[src/rtl/wbu_commit_stage.sv]
// wbu_commit_stage: write-back / commit stage of the multi-cycle core.
// Latches one executed bundle per handshake. Waits for load data when the
// bundle selects it. Drives the register-file write port for one COMMIT
// cycle, owns the architectural PC, and raises a one-cycle retire pulse.
// A load that waits too long parks the stage in a sticky error state,
// which only reset can clear.
// Optional trace outputs (commit_pc, commit_next_pc, commit_cnt) are built
// only when the macro WBU_COMMIT_TRACE_EN is defined.
module wbu_commit_stage #(
   parameter logic [31:0] RESET_PC     = 32'h8000_0000,
   parameter int unsigned LOAD_TIMEOUT = 255
) (
   input  logic        clk,
   input  logic        rst_n,
   input  logic        in_valid,
   output logic        in_ready,
   input  logic        jal,
   input  logic        branch,
   input  logic        brlt,
   input  logic [1:0]  regS,
   input  logic        RegW,
   input  logic        PCx1,
   input  logic [31:0] in_pc,
   input  logic [31:0] in_imm,
   input  logic [31:0] in_alu_res,
   input  logic        in_zero,
   input  logic        in_lt,
   input  logic [4:0]  in_rd,
   input  logic        mem_rvalid,
   input  logic [31:0] mem_rdata,
   output logic        rf_wen,
   output logic [4:0]  rf_waddr,
   output logic [31:0] rf_wdata,
   output logic [31:0] pc,
   output logic        commit_valid,
   output logic        err
`ifdef WBU_COMMIT_TRACE_EN
   ,
   output logic [31:0] commit_pc,
   output logic [31:0] commit_next_pc,
   output logic [63:0] commit_cnt
`endif
);

   typedef enum logic [1:0] {
      S_IDLE     = 2'd0,
      S_WAIT_MEM = 2'd1,
      S_COMMIT   = 2'd2,
      S_ERR      = 2'd3
   } state_t;

   localparam logic [7:0] TIMEOUT_LIM = 8'(LOAD_TIMEOUT);

   state_t             state, state_nxt;
   logic [7:0]         cnt_p0, cnt_nxt;
   logic               accept;

   // Bundle registers captured at the accept edge
   logic               jal_p0, branch_p0, brlt_p0, pcx1_p0, regw_p0;
   logic               zero_p0, lt_p0;
   logic [1:0]         regs_p0;
   logic [4:0]         rd_p0;
   logic [31:0]        pc_in_p0, alu_p0;
   logic signed [31:0] imm_p0;
   logic [31:0]        ldata_p0;

   logic [31:0]        pc_plus4, pc_plus_imm, next_pc, wb_data;
   logic               take_target;

   assign accept = in_valid && in_ready;

   // Control state: FSM state, load-wait counter and architectural PC
   always_ff @(posedge clk or negedge rst_n) begin
      if (!rst_n) begin
         state  <= S_IDLE;
         cnt_p0 <= 8'd0;
         pc     <= RESET_PC;
      end else begin
         state  <= state_nxt;
         cnt_p0 <= cnt_nxt;
         if (state == S_COMMIT) begin
            pc <= next_pc;
         end
      end
   end

   // Next-state logic and handshake / status outputs
   always_comb begin
      state_nxt    = state;
      cnt_nxt      = cnt_p0;
      in_ready     = 1'b0;
      commit_valid = 1'b0;
      err          = 1'b0;
      case (state)
         S_IDLE: begin
            in_ready = 1'b1;
            if (in_valid) begin
               cnt_nxt   = 8'd0;
               state_nxt = (regS == 2'd1) ? S_WAIT_MEM : S_COMMIT;
            end
         end
         S_WAIT_MEM: begin
            // Data arriving on the limit cycle still wins over the timeout
            if (mem_rvalid) begin
               cnt_nxt   = 8'd0;
               state_nxt = S_COMMIT;
            end else begin
               cnt_nxt = 8'(cnt_p0 + 8'd1);
               if (cnt_nxt == TIMEOUT_LIM) begin
                  state_nxt = S_ERR;
               end
            end
         end
         S_COMMIT: begin
            commit_valid = 1'b1;
            state_nxt    = S_IDLE;
         end
         S_ERR: begin
            err = 1'b1;
         end
         default: begin
            state_nxt = S_IDLE;
         end
      endcase
   end

   // Capture the executed bundle on the accept handshake
   always_ff @(posedge clk or negedge rst_n) begin
      if (!rst_n) begin
         jal_p0    <= 1'b0;
         branch_p0 <= 1'b0;
         brlt_p0   <= 1'b0;
         pcx1_p0   <= 1'b0;
         regw_p0   <= 1'b0;
         zero_p0   <= 1'b0;
         lt_p0     <= 1'b0;
         regs_p0   <= 2'd0;
         rd_p0     <= 5'd0;
         pc_in_p0  <= 32'd0;
         alu_p0    <= 32'd0;
         imm_p0    <= 32'sd0;
      end else if (accept) begin
         jal_p0    <= jal;
         branch_p0 <= branch;
         brlt_p0   <= brlt;
         pcx1_p0   <= PCx1;
         regw_p0   <= RegW;
         zero_p0   <= in_zero;
         lt_p0     <= in_lt;
         regs_p0   <= regS;
         rd_p0     <= in_rd;
         pc_in_p0  <= in_pc;
         alu_p0    <= in_alu_res;
         imm_p0    <= $signed(in_imm);
      end
   end

   // Capture load data when it arrives during the wait
   always_ff @(posedge clk or negedge rst_n) begin
      if (!rst_n) begin
         ldata_p0 <= 32'd0;
      end else if ((state == S_WAIT_MEM) && mem_rvalid) begin
         ldata_p0 <= mem_rdata;
      end
   end

   // Next PC and write-back data from the latched bundle (32-bit wrap)
   always_comb begin
      pc_plus4    = pc_in_p0 + 32'd4;
      pc_plus_imm = pc_in_p0 + $unsigned(imm_p0);
      take_target = jal_p0 || (branch_p0 && zero_p0) || (brlt_p0 && lt_p0);
      if (pcx1_p0) begin
         next_pc = {alu_p0[31:1], 1'b0};
      end else if (take_target) begin
         next_pc = pc_plus_imm;
      end else begin
         next_pc = pc_plus4;
      end
      case (regs_p0)
         2'd0:    wb_data = alu_p0;
         2'd1:    wb_data = ldata_p0;
         2'd2:    wb_data = pc_plus4;
         default: wb_data = pc_plus_imm;
      endcase
   end

   // Register-file write port is live only in the COMMIT cycle
   always_comb begin
      rf_wen   = 1'b0;
      rf_waddr = 5'd0;
      rf_wdata = 32'd0;
      if (state == S_COMMIT) begin
         rf_wen   = regw_p0 && (rd_p0 != 5'd0);
         rf_waddr = rd_p0;
         rf_wdata = wb_data;
      end
   end

`ifdef WBU_COMMIT_TRACE_EN
   // Retired-instruction counter
   always_ff @(posedge clk or negedge rst_n) begin
      if (!rst_n) begin
         commit_cnt <= 64'd0;
      end else if (commit_valid) begin
         commit_cnt <= commit_cnt + 64'd1;
      end
   end

   // Trace PCs are meaningful only alongside the retire pulse
   always_comb begin
      commit_pc      = 32'd0;
      commit_next_pc = 32'd0;
      if (commit_valid) begin
         commit_pc      = pc_in_p0;
         commit_next_pc = next_pc;
      end
   end
`endif

endmodule

[config.mk]
export PLATFORM = sky130hd
export DESIGN_NAME = wbu_commit_stage
export DESIGN_NICKNAME = d
export VERILOG_FILES = /design/src/rtl/wbu_commit_stage.sv
export SDC_FILE = /design/constraint.sdc
export NUM_CORES = 1
export LEC_CHECK = 0
export CAP_MARGIN = 30
export CORE_MARGIN = 1.5
export CORE_UTILIZATION = 45
export DETAILED_ROUTE_END_ITERATION = 10
export PLACE_DENSITY = 0.67
export SLEW_MARGIN = 0
export SYNTH_ARGS = -nofsm -noshare
export SYNTH_HDL_FRONTEND = slang
export SYNTH_SLANG_ARGS = --single-unit
export TNS_END_PERCENT = 10
[constraint.sdc]
create_clock -name clk -period 9.8 [get_ports clk]
set_input_delay 2.45 -clock clk [delete_from_list [all_inputs] [get_ports clk]]
set_output_delay 2.45 -clock clk [all_outputs]
set_load 0.02 [all_outputs]
# == Yosys cells after proc, flatten, opt, wreduce, memory -nomap -nowiden ==
# Index checks and enable logic that the tools add are counted.
# word_totals
elab_cells,59
regBits,184
output_inout_bits,73
inputBits,146
# op_classes
n_mux,17
add_sub_neg,3
n_reduce_logical,14
eq_ne,9
# op_table
op,count
2-to-1 mux 32 bit,3
case mux 32 bit (3 select lines),1
adder 32 x 3 -> 32 bit (second input constant),1
adder 32 bit,1
2-to-1 mux 8 bit,2
case mux 8 bit (2 select lines),1
adder 8 x 1 -> 8 bit (second input constant),1
== test 8 bit (second input constant),1
2-to-1 mux 2 bit,4
== test 2 x 1 -> 1 bit (second input constant),3
== test 2 bit (second input constant),3
case mux 2 bit (3 select lines),1
logical AND 1 bit,5
2-to-1 mux 5 bit,1
nonzero test 5 bit,1
logical NOT 2 bit,2
2-to-1 mux 1 bit,4
!= test 3 bit (second input constant),1
AND reduction 3 bit,1
nonzero test 3 bit,1
logical OR 1 bit,2
!= test 2 bit (second input constant),1
AND reduction 2 bit,1
nonzero test 2 bit,1

# == Depth between registers and ports, before layout ==
# Gate-level depths: netlist of the first run.
# depth
depth_word,5
ltp_mapped,10
depth_no_buf,10

# == Least setup slack after synthesis of the first run ==
# No wires, ideal clock.
# synth_timing
path_type,reg2out
startpoint,reg pc_in_p0[0]
endpoint,out rf_wdata[20]
slack_ps,4626
path_stages_with_launch,11
n_path_buf,0
t_arrival_ps,2724
required_time_ps,7350
path_cell_list,dfrtp_1 > ha_1 > fa_1 > a21oi_1 > o211ai_2 > and4_1 > o21ai_2 > a311oi_4 > xor2_1 > a211oi_1 > a211oi_1
# synth_between
elab_chain_len,3
word_cells_on_any_way,4
cone_classes,2 x add/sub; 2 x mux
# synth_rtl
element,line,rtl
start: declaration,63,"logic [31:0] pc_in_p0, alu_p0;"
start signal: assignment,152,pc_in_p0 <= in_pc;
adder 32 bit / adder 32 x 3 -> 32 bit (equally long branches),"170, 169",
case mux 32 bit (3 select lines) (*),179,case (regs_p0)
2-to-1 mux 32 bit (*),192,if (state == S_COMMIT) begin
end: declaration,33,"output logic [31:0] rf_wdata,"
# Every way passes the cells marked *; elsewhere a longest branch is shown, timed or not.

# == Worst setup path after layout of the first run ==
# layout_timing
startpoint,reg pc_in_p0[0]
endpoint,out rf_wdata[30]
# The elaborated chain is that of the path after synthesis.

==> implementation parameters, run 1 <==
Parameter                              Value

Synthesis
  Syn avg cell area ... 10.20 µm²
  Library cell occupying the most area in the post-synthesis netlist ... sky130_fd_sc_hd__dfrtp_1
  Main flop type after synthesis ... sky130_fd_sc_hd__dfrtp_1
  Top cell types by occurrence after synthesis ... sky130_fd_sc_hd__dfrtp_1, sky130_fd_sc_hd__mux2_2, sky130_fd_sc_hd__nor2_1, sky130_fd_sc_hd__a21oi_1, sky130_fd_sc_hd__nand2_1
  Area fraction in and, or, nand and nor cells after synthesis ... 0.1282
  Post-synth EDFFs ... 0
  Top cell type's share of synthesized area ... 0.4064
  Dominant cells by area after synthesis ... sky130_fd_sc_hd__dfrtp_1, sky130_fd_sc_hd__mux2_2, sky130_fd_sc_hd__ha_1, sky130_fd_sc_hd__a21oi_1, sky130_fd_sc_hd__nor2_1
  Combinational family with the most area after synthesis ... multiplexers
  Async set-reset flop share out of synthesis ... 1.000
  Register area share after synthesis ... 0.4088
  Library cell with the highest instance count after synthesis ... sky130_fd_sc_hd__dfrtp_1
  Number of cells produced by synthesis ... 1105
  Compound-Gate Fraction of Synth Area ... 0.1629
  Synthesized area ... 11270 µm²
  Proportion of synthesized area in mux cells ... 0.1750
  Flop and latch count out of synthesis ... 184
  Synth cell types ... 84
  Arithmetic-cell share of the synthesized area counting full adders, half adders and majority gates ... 0.04509
  Synthesis warning total ... 0
  Synth Net Count ... 1291
  Xor/xnor cell area share of the yosys netlist ... 0.04653

Setup path
  CP Cell Sequence ... ha_1 -> fa_1 -> a21oi_1 -> o211ai_2 -> nand4_1 -> o211ai_1 -> o21ai_1 -> o32ai_1 -> o31a_1 -> a211oi_2 -> clkdlybuf4s50_1
  Register-to-Register Path Depth ... 10
  Required time at the worst-slack endpoint ... 7.35 ns
  Slowest cell on crit path ... sky130_fd_sc_hd__clkdlybuf4s50_1
  Endpoint class of the critical path ... output port
  Critical path buffer and inverter count ... 1
  Kind of cell with the highest combined delay on the critical path ... compound AO/OA/AOI/OAI gates
  Crit-path max cell delay ... 0.64 ns
  Category of the critical setup timing path ... reg -> out
  R2R Setup Slk ... 6.80 ns
  Reg2reg start ... pc_in_p0[0]
  Nature of the critical path startpoint ... register
  Largest driver fanout on the critical path ... 7
  Endpoint of the worst-slack reg-to-reg timing path ... pc[24]
  Arrival @ worst endpoint ... 4.05 ns

Pwr
  Switch share ... 0.4757
  Leakage dissipation ... 5.954 nW
  Proportion of power drawn by combinational gates ... 0.632
  Clock network fraction of design power ... 0.119
  Seq pwr share ... 0.249
  Worst voltage drop across the vdd grid ... 0.0002078 V
  P_int ... 3.185 mW
  Power spent charging and discharging nets ... 2.890 mW
  Power density over the cells ... 423.4 nW/µm²

Job
  Number of violations of the max-capacitance limit ... 0

Clock tree
  Level count of the clock H-tree ... 4
  Clock-pin transition on the worst setup and hold timing paths ... 0.08 ns
  Number of buffers created by CTS ... 17
  Clock Sinks ... 184
  Count of hold buffers inserted by post-cts repair ... 0
  Setup fix buffers added after clock tree synthesis ... 0
  TritonCTS clock tree ... done
  Max Buffers Root-to-Sink ... 2
  Resized cells post-CTS ... 0
  Clock tree root driver cell ... sky130_fd_sc_hd__clkbuf_16
  Latest clock arrival within the worst-skew pair ... 0.44 ns

GRT
  Global-route wire length before repair ... 51.75 mm
  Number of global-route vias before repair ... 9049
  Total routing resource utilization after global routing ... 0.2584
  Maximum number of pins on one net before global-route repair ... 103
  Number of antenna violations at the first check in global routing ... 0
  Gr ovfl total ... 0

Die
  Floorplan die area ... 26000 µm²
  Chip height ... 161.2 µm
  Rows ... 57
  Chip width ... 161.2 µm
  Core outline area ... 24460 µm²
  Effective utilization at floorplan ... 0.4606
  Top Ports ... 219

STA
  Maximum clock skew at final layout ... 0.01977 ns
  Worst hold margin ... 0.4841 ns
  Portion of the clock cycle consumed by the worst path in the final layout ... 0.6636
  Maximum clock rate ... 153.8 MHz
  Number of pins with negative max-slew slack in the final report ... 0
  Post-route setup TNS ... 0 ns
  Post-route minimum period ... 6.503 ns
  Final setup violation count ... 0
  Final hold violation count ... 0
  Unrepaired setup endpoints after global routing ... false
  Transition at the pin with the smallest max-transition slack ... 0.8177 ns
  Slew margin rel. ... 0.4548

Routing
  Via/cell ratio ... 5.757
  Total number of vias ... 9390
  Iteration-0 DRC count of the detailed router ... 881
  Total length of routed wires ... 33.08 mm
  DR WL/cell ... 20.28 µm
  Remaining antenna violation count after routing ... 0
  Post-detailed-route DRC marker count ... 0
  Count of TritonRoute iterations in the first routing pass ... 5

Placement
  Count of input and output buffers ... 218
  Number of placed cells counting well taps ... 1597
  Detailed Place HPWL ... 24.76 mm
  Final weighted congestion in routability-driven placement ... 0.8945

Finish
  Share of post-route cells with drive strength above 1 ... 0.1752
  Non-filler instance count after layout ... 1631
  Area growth from synthesis to final layout ... 27.36%
  Number of antenna diodes ... 0
  Final Net Count ... 1480

Hold path
  Class of the most critical hold timing path ... reg -> reg
  WHS Endpoint ... cnt_p0[7]
  Count of cells along the worst hold path ... 1
  Launch instance of the worst min-delay path ... cnt_p0[7]

Outcome
  Run status ... complete, no violations
-- metrics by stage --
step / cell area [µm²] / setup slack (ns) / power, mW / utilization
floorplan: 11270 / 4.626 / 4.070 / -
global placement: 13650 / 3.834 / 5.249 / 0.5578
detailed placement: 13680 / 3.842 / 5.294 / 0.5594
CTS: 14300 / 3.344 / 6.036 / 0.5844
global route: 14350 / 3.190 / 6.481 / 0.5866
finish: 14350 / 3.297 / 6.076 / 0.5866
-- layout by cell type, fill, tap and decap left out, types with 19 or more instances in the layout --
cell type	netlist	layout
sky130_fd_sc_hd__dfrtp_1	183	182
sky130_fd_sc_hd__xor2_1	31	31
sky130_fd_sc_hd__clkdlybuf4s50_1	0	217
sky130_fd_sc_hd__and3_1	19	19
sky130_fd_sc_hd__nand2_1	76	75
sky130_fd_sc_hd__xnor2_1	27	27
sky130_fd_sc_hd__nor2_1	99	99
sky130_fd_sc_hd__a21oi_1	87	87
sky130_fd_sc_hd__o21ai_0	38	38
sky130_fd_sc_hd__mux2i_1	20	20
sky130_fd_sc_hd__ha_1	39	38
sky130_fd_sc_hd__nand3_1	22	22
sky130_fd_sc_hd__a211oi_1	35	35
sky130_fd_sc_hd__mux2_2	145	145
-- state kept, by name, summed over array words and instances (netlist names), 2 cells and up --
| register | flops |
|---|---|
| state | 2 |
| cnt_p0 | 8 |
| regs_p0 | 2 |
| alu_p0 | 32 |
| rd_p0 | 5 |
| pc | 32 |
| pc_in_p0 | 32 |
| ldata_p0 | 32 |
| imm_p0 | 32 |
-- routing by layer --
layer / vias to the layer above / global-route usage / share of wire
met4: 0 / 0.07576 / 0.019
met5: - / 0 / 0
met3: 41 / 0.04802 / 0.065
met2: 349 / 0.3638 / 0.42
met1: 4585 / 0.3997 / 0.49
li1: 4415 / - / -
-- final cells by class --
type	count	area [µm²]
clock buffers	18	429.2
clock inverters	14	181.4
fillers	2134	10110
inverters	20	75.07
multi-input cells	838	6300
flip-flops and latches	184	4607
well taps	324	405.4
repair buffers	233	2352
-- power by group through the flow --
stage / registers (mW) / logic [mW] / clock network [mW]
global placement: 1.51 / 3.74 / 0
finish: 1.51 / 3.84 / 0.721
detailed placement: 1.52 / 3.77 / 0
floorplan: 1.45 / 2.62 / 0
global route: 1.57 / 4.14 / 0.767
CTS: 1.51 / 3.79 / 0.734
-- worst max-delay path by stage --
stage                 startpoint      endpoint  slack, ns  depth (start not counted)
finish               pc_in_p0[0]  rf_wdata[30]       3.30                         11
global route         pc_in_p0[0]  rf_wdata[26]       3.19                         11
CTS                 pc_in_p0[12]  rf_wdata[19]       3.34                         10
detailed placement  pc_in_p0[12]  rf_wdata[19]       3.84                         10
global placement        state[0]   rf_wdata[2]       3.83                          7
floorplan            pc_in_p0[0]  rf_wdata[20]       4.63                         10
-- logic make-up after synthesis --
kind of cell	Yosys count
compound gates	273
mux	171
fa+ha+maj	40
simple gates	295
xor+xnor	59
buf+inv	83
flops	184
-- worst register-to-register path, cell delays in order (launching register included) --
cell and delay [ns]:
sky130_fd_sc_hd__dfrtp_1 0.41, sky130_fd_sc_hd__ha_1 0.24, sky130_fd_sc_hd__fa_1 0.40, sky130_fd_sc_hd__a21oi_1 0.27
sky130_fd_sc_hd__o211ai_2 0.16, sky130_fd_sc_hd__and4_1 0.23, sky130_fd_sc_hd__o21ai_2 0.19, sky130_fd_sc_hd__a311oi_4 0.17
sky130_fd_sc_hd__a221oi_2 0.32, sky130_fd_sc_hd__xnor2_1 0.18, sky130_fd_sc_hd__a221o_1 0.31
Power figures use the tool's default switching activity.
==> inputs of run 2 (changes only) <==
PLACE_DENSITY = 0.7   (was 0.67)
clock period = 5.5 ns   (was 9.8 ns; I/O delays follow)
==> implementation parameters, run 2 (same netlist as run 1, synthesis figures left out) <==
Parameter                              Value

STA
  Maximum clock skew at final layout ... 0.01367 ns
  Portion of the clock cycle consumed by the worst path in the final layout ... 0.9646
  Unrepaired setup endpoints after global routing ... false
  Slew margin rel. ... 0.5081
  Post-route setup TNS ... 0 ns
  Number of pins with negative max-slew slack in the final report ... 0
  Transition at the pin with the smallest max-transition slack ... 0.7302 ns
  Final hold violation count ... 0
  Maximum clock rate ... 188.5 MHz
  Post-route minimum period ... 5.305 ns
  Final setup violation count ... 0

Die
  Chip width ... 161.2 µm
  Top Ports ... 219
  Floorplan die area ... 26000 µm²
  Chip height ... 161.2 µm
  Rows ... 57
  Effective utilization at floorplan ... 0.4606
  Core outline area ... 24460 µm²

Setup path
  Nature of the critical path startpoint ... register
  Endpoint of the worst-slack reg-to-reg timing path ... pc[15]
  Critical path buffer and inverter count ... 1
  Endpoint class of the critical path ... output port
  R2R Setup Slk ... 2.54 ns
  Crit-path max cell delay ... 0.60 ns
  Reg2reg start ... pc_in_p0[12]
  Startpoint of the worst setup timing path ... pc_in_p0[2]
  Kind of cell with the highest combined delay on the critical path ... simple AND/OR/NAND/NOR gates
  CP Cell Sequence ... ha_1 -> nand4_1 -> nor4_4 -> and2_4 -> nand3_1 -> xnor2_1 -> o221ai_1 -> o31ai_1 -> and3_1 -> clkdlybuf4s50_1
  Slowest cell on crit path ... sky130_fd_sc_hd__clkdlybuf4s50_1
  Arrival @ worst endpoint ... 3.93 ns
  Largest driver fanout on the critical path ... 7
  Category of the critical setup timing path ... reg -> out
  Required time at the worst-slack endpoint ... 4.12 ns
  Register-to-Register Path Depth ... 9

Placement
  Final weighted congestion in routability-driven placement ... 0.9082
  Count of input and output buffers ... 218
  Detailed Place HPWL ... 24.96 mm

Pwr
  Switch share ... 0.4802
  Power density over the cells ... 759.3 nW/µm²
  Overall Power ... 10.86 mW
  Seq pwr share ... 0.246
  Worst voltage drop across the vdd grid ... 0.0002721 V
  P_int ... 5.643 mW
  Clock network fraction of design power ... 0.117
  Power spent charging and discharging nets ... 5.213 mW
  Proportion of power drawn by combinational gates ... 0.637
  Leakage dissipation ... 5.939 nW

Clock tree
  Resized cells post-CTS ... 0
  Level count of the clock H-tree ... 4
  Clock tree root driver cell ... sky130_fd_sc_hd__clkbuf_16
  Number of buffers created by CTS ... 17
  TritonCTS clock tree ... done
  Clock Sinks ... 184
  Latest clock arrival within the worst-skew pair ... 0.45 ns
  Setup fix buffers added after clock tree synthesis ... 0
  Clock-pin transition on the worst setup and hold timing paths ... 0.07 ns
  Max Buffers Root-to-Sink ... 2
  Count of hold buffers inserted by post-cts repair ... 0

Routing
  Count of TritonRoute iterations in the first routing pass ... 7
  Via/cell ratio ... 5.812
  Total length of routed wires ... 33.71 mm
  Remaining antenna violation count after routing ... 0
  DR WL/cell ... 20.68 µm
  Total number of vias ... 9474
  Iteration-0 DRC count of the detailed router ... 777
  Post-detailed-route DRC marker count ... 0

Finish
  Final Net Count ... 1479
  Fill cell total of the finished layout ... 2125
  Sequential standard cell area ... 4607 µm²
  Number of antenna diodes ... 0
  Commonest non-fill, non-tap cell in the layout ... sky130_fd_sc_hd__clkdlybuf4s50_1
  Commonest non-fill, non-tap cells in the layout ... sky130_fd_sc_hd__clkdlybuf4s50_1, sky130_fd_sc_hd__dfrtp_1, sky130_fd_sc_hd__mux2_2
  Multi-input logic area ... 6304 µm²
  Share of post-route cells with drive strength above 1 ... 0.1761
  Area growth from synthesis to final layout ... 26.90%

Hold path
  Launch instance of the worst min-delay path ... pc[0]
  Class of the most critical hold timing path ... reg -> reg
  Count of cells along the worst hold path ... 1
  WHS Endpoint ... pc[0]

GRT
  Total routing resource utilization after global routing ... 0.2637
  Global-route wire length before repair ... 53.26 mm
  Number of antenna violations at the first check in global routing ... 0
  Maximum number of pins on one net before global-route repair ... 114
  Gr ovfl total ... 0
  Number of global-route vias before repair ... 9229

Outcome
  Run status ... complete, no violations

Job
  Number of violations of the max-capacitance limit ... 0
-- run 2: cell count changes in the layout (fill, tap and decap cells not counted) --
cell                              delta
sky130_fd_sc_hd__clkinv_4            -3
sky130_fd_sc_hd__clkbuf_8            +1
sky130_fd_sc_hd__dlymetal6s2s_1      +1
sky130_fd_sc_hd__inv_6               +3
sky130_fd_sc_hd__buf_12              +2
sky130_fd_sc_hd__clkdlybuf4s50_1     -1
sky130_fd_sc_hd__inv_8               -1
sky130_fd_sc_hd__buf_16              -3
sky130_fd_sc_hd__o21ai_1             -1
sky130_fd_sc_hd__clkinvlp_4          +2
sky130_fd_sc_hd__bufinv_16           -1
sky130_fd_sc_hd__clkbuf_1            -1
sky130_fd_sc_hd__o21ai_2             +1
-- run 2: how the worst max path moves through the flow --
stage              endpoint  slack (ns)  depth (start not counted)
4_1_cts        rf_wdata[19]        0.13                         10
2_1_floorplan  rf_wdata[20]        1.40                         10
3_5_place_dp   rf_wdata[19]        0.61                         10
6_report       rf_wdata[26]        0.19                         10
3_3_place_gp   rf_wdata[19]        0.67                         10
5_1_grt        rf_wdata[12]        0.01                         11
-- run 2: power groups by stage --
stage / clock (mW) / combinational (mW) / sequential (mW)
floorplan: 0 / 4.67 / 2.58
global placement: 0 / 6.72 / 2.65
detailed placement: 0 / 6.77 / 2.69
CTS: 1.28 / 6.81 / 2.67
global route: 1.34 / 7.44 / 2.77
finish: 1.26 / 6.92 / 2.67
-- run 2: layout make-up --
type                    instances  area share
clock buffers                  18     0.03072
clock inverters                14     0.01085
inverters                      20    0.005251
multi-input cells             838      0.4409
flip-flops and latches        184      0.3222
well taps                     324     0.02835
repair buffers                232      0.1617
-- run 2: stage by stage --
step / hold slack (ns) / setup WS, ns / util / cell area [µm²] / std cells
3_3_place_gp: 0.4689 / 0.6674 / 0.5595 / 13690 / 1596
2_1_floorplan: 0.4454 / 1.401 / - / 11270 / 1105
3_5_place_dp: 0.4786 / 0.6076 / 0.5599 / 13700 / 1598
5_1_grt: 0.5193 / 0.009651 / 0.5845 / 14300 / 1630
6_report: 0.4961 / 0.1949 / 0.5845 / 14300 / 1630
4_1_cts: 0.4972 / 0.1344 / 0.5842 / 14290 / 1630
-- run 2: routing by layer --
metal,GRT usage,part of all wire
met4,0.06818,0.018
met5,0,0
met1,0.4081,0.49
met2,0.3809,0.43
met3,0.04186,0.061
-- run 2: worst reg2reg max path: cells and delay by family (launching register included) --
family / cells / cell delay, ns
and+or+nand+nor: 2 / 0.57
xor gates and xnor gates: 1 / 0.15
adders and majority gates: 1 / 0.43
AOI/OAI and AO/OA: 5 / 1.27
DFF: 1 / 0.47
==> inputs of run 3 (changes only) <==
CTS_CLUSTER_DIAMETER = 80   (was not set)
==> results of run 3 <==
Same layout as run 2: the final DEF is identical, and so are final timing and power.
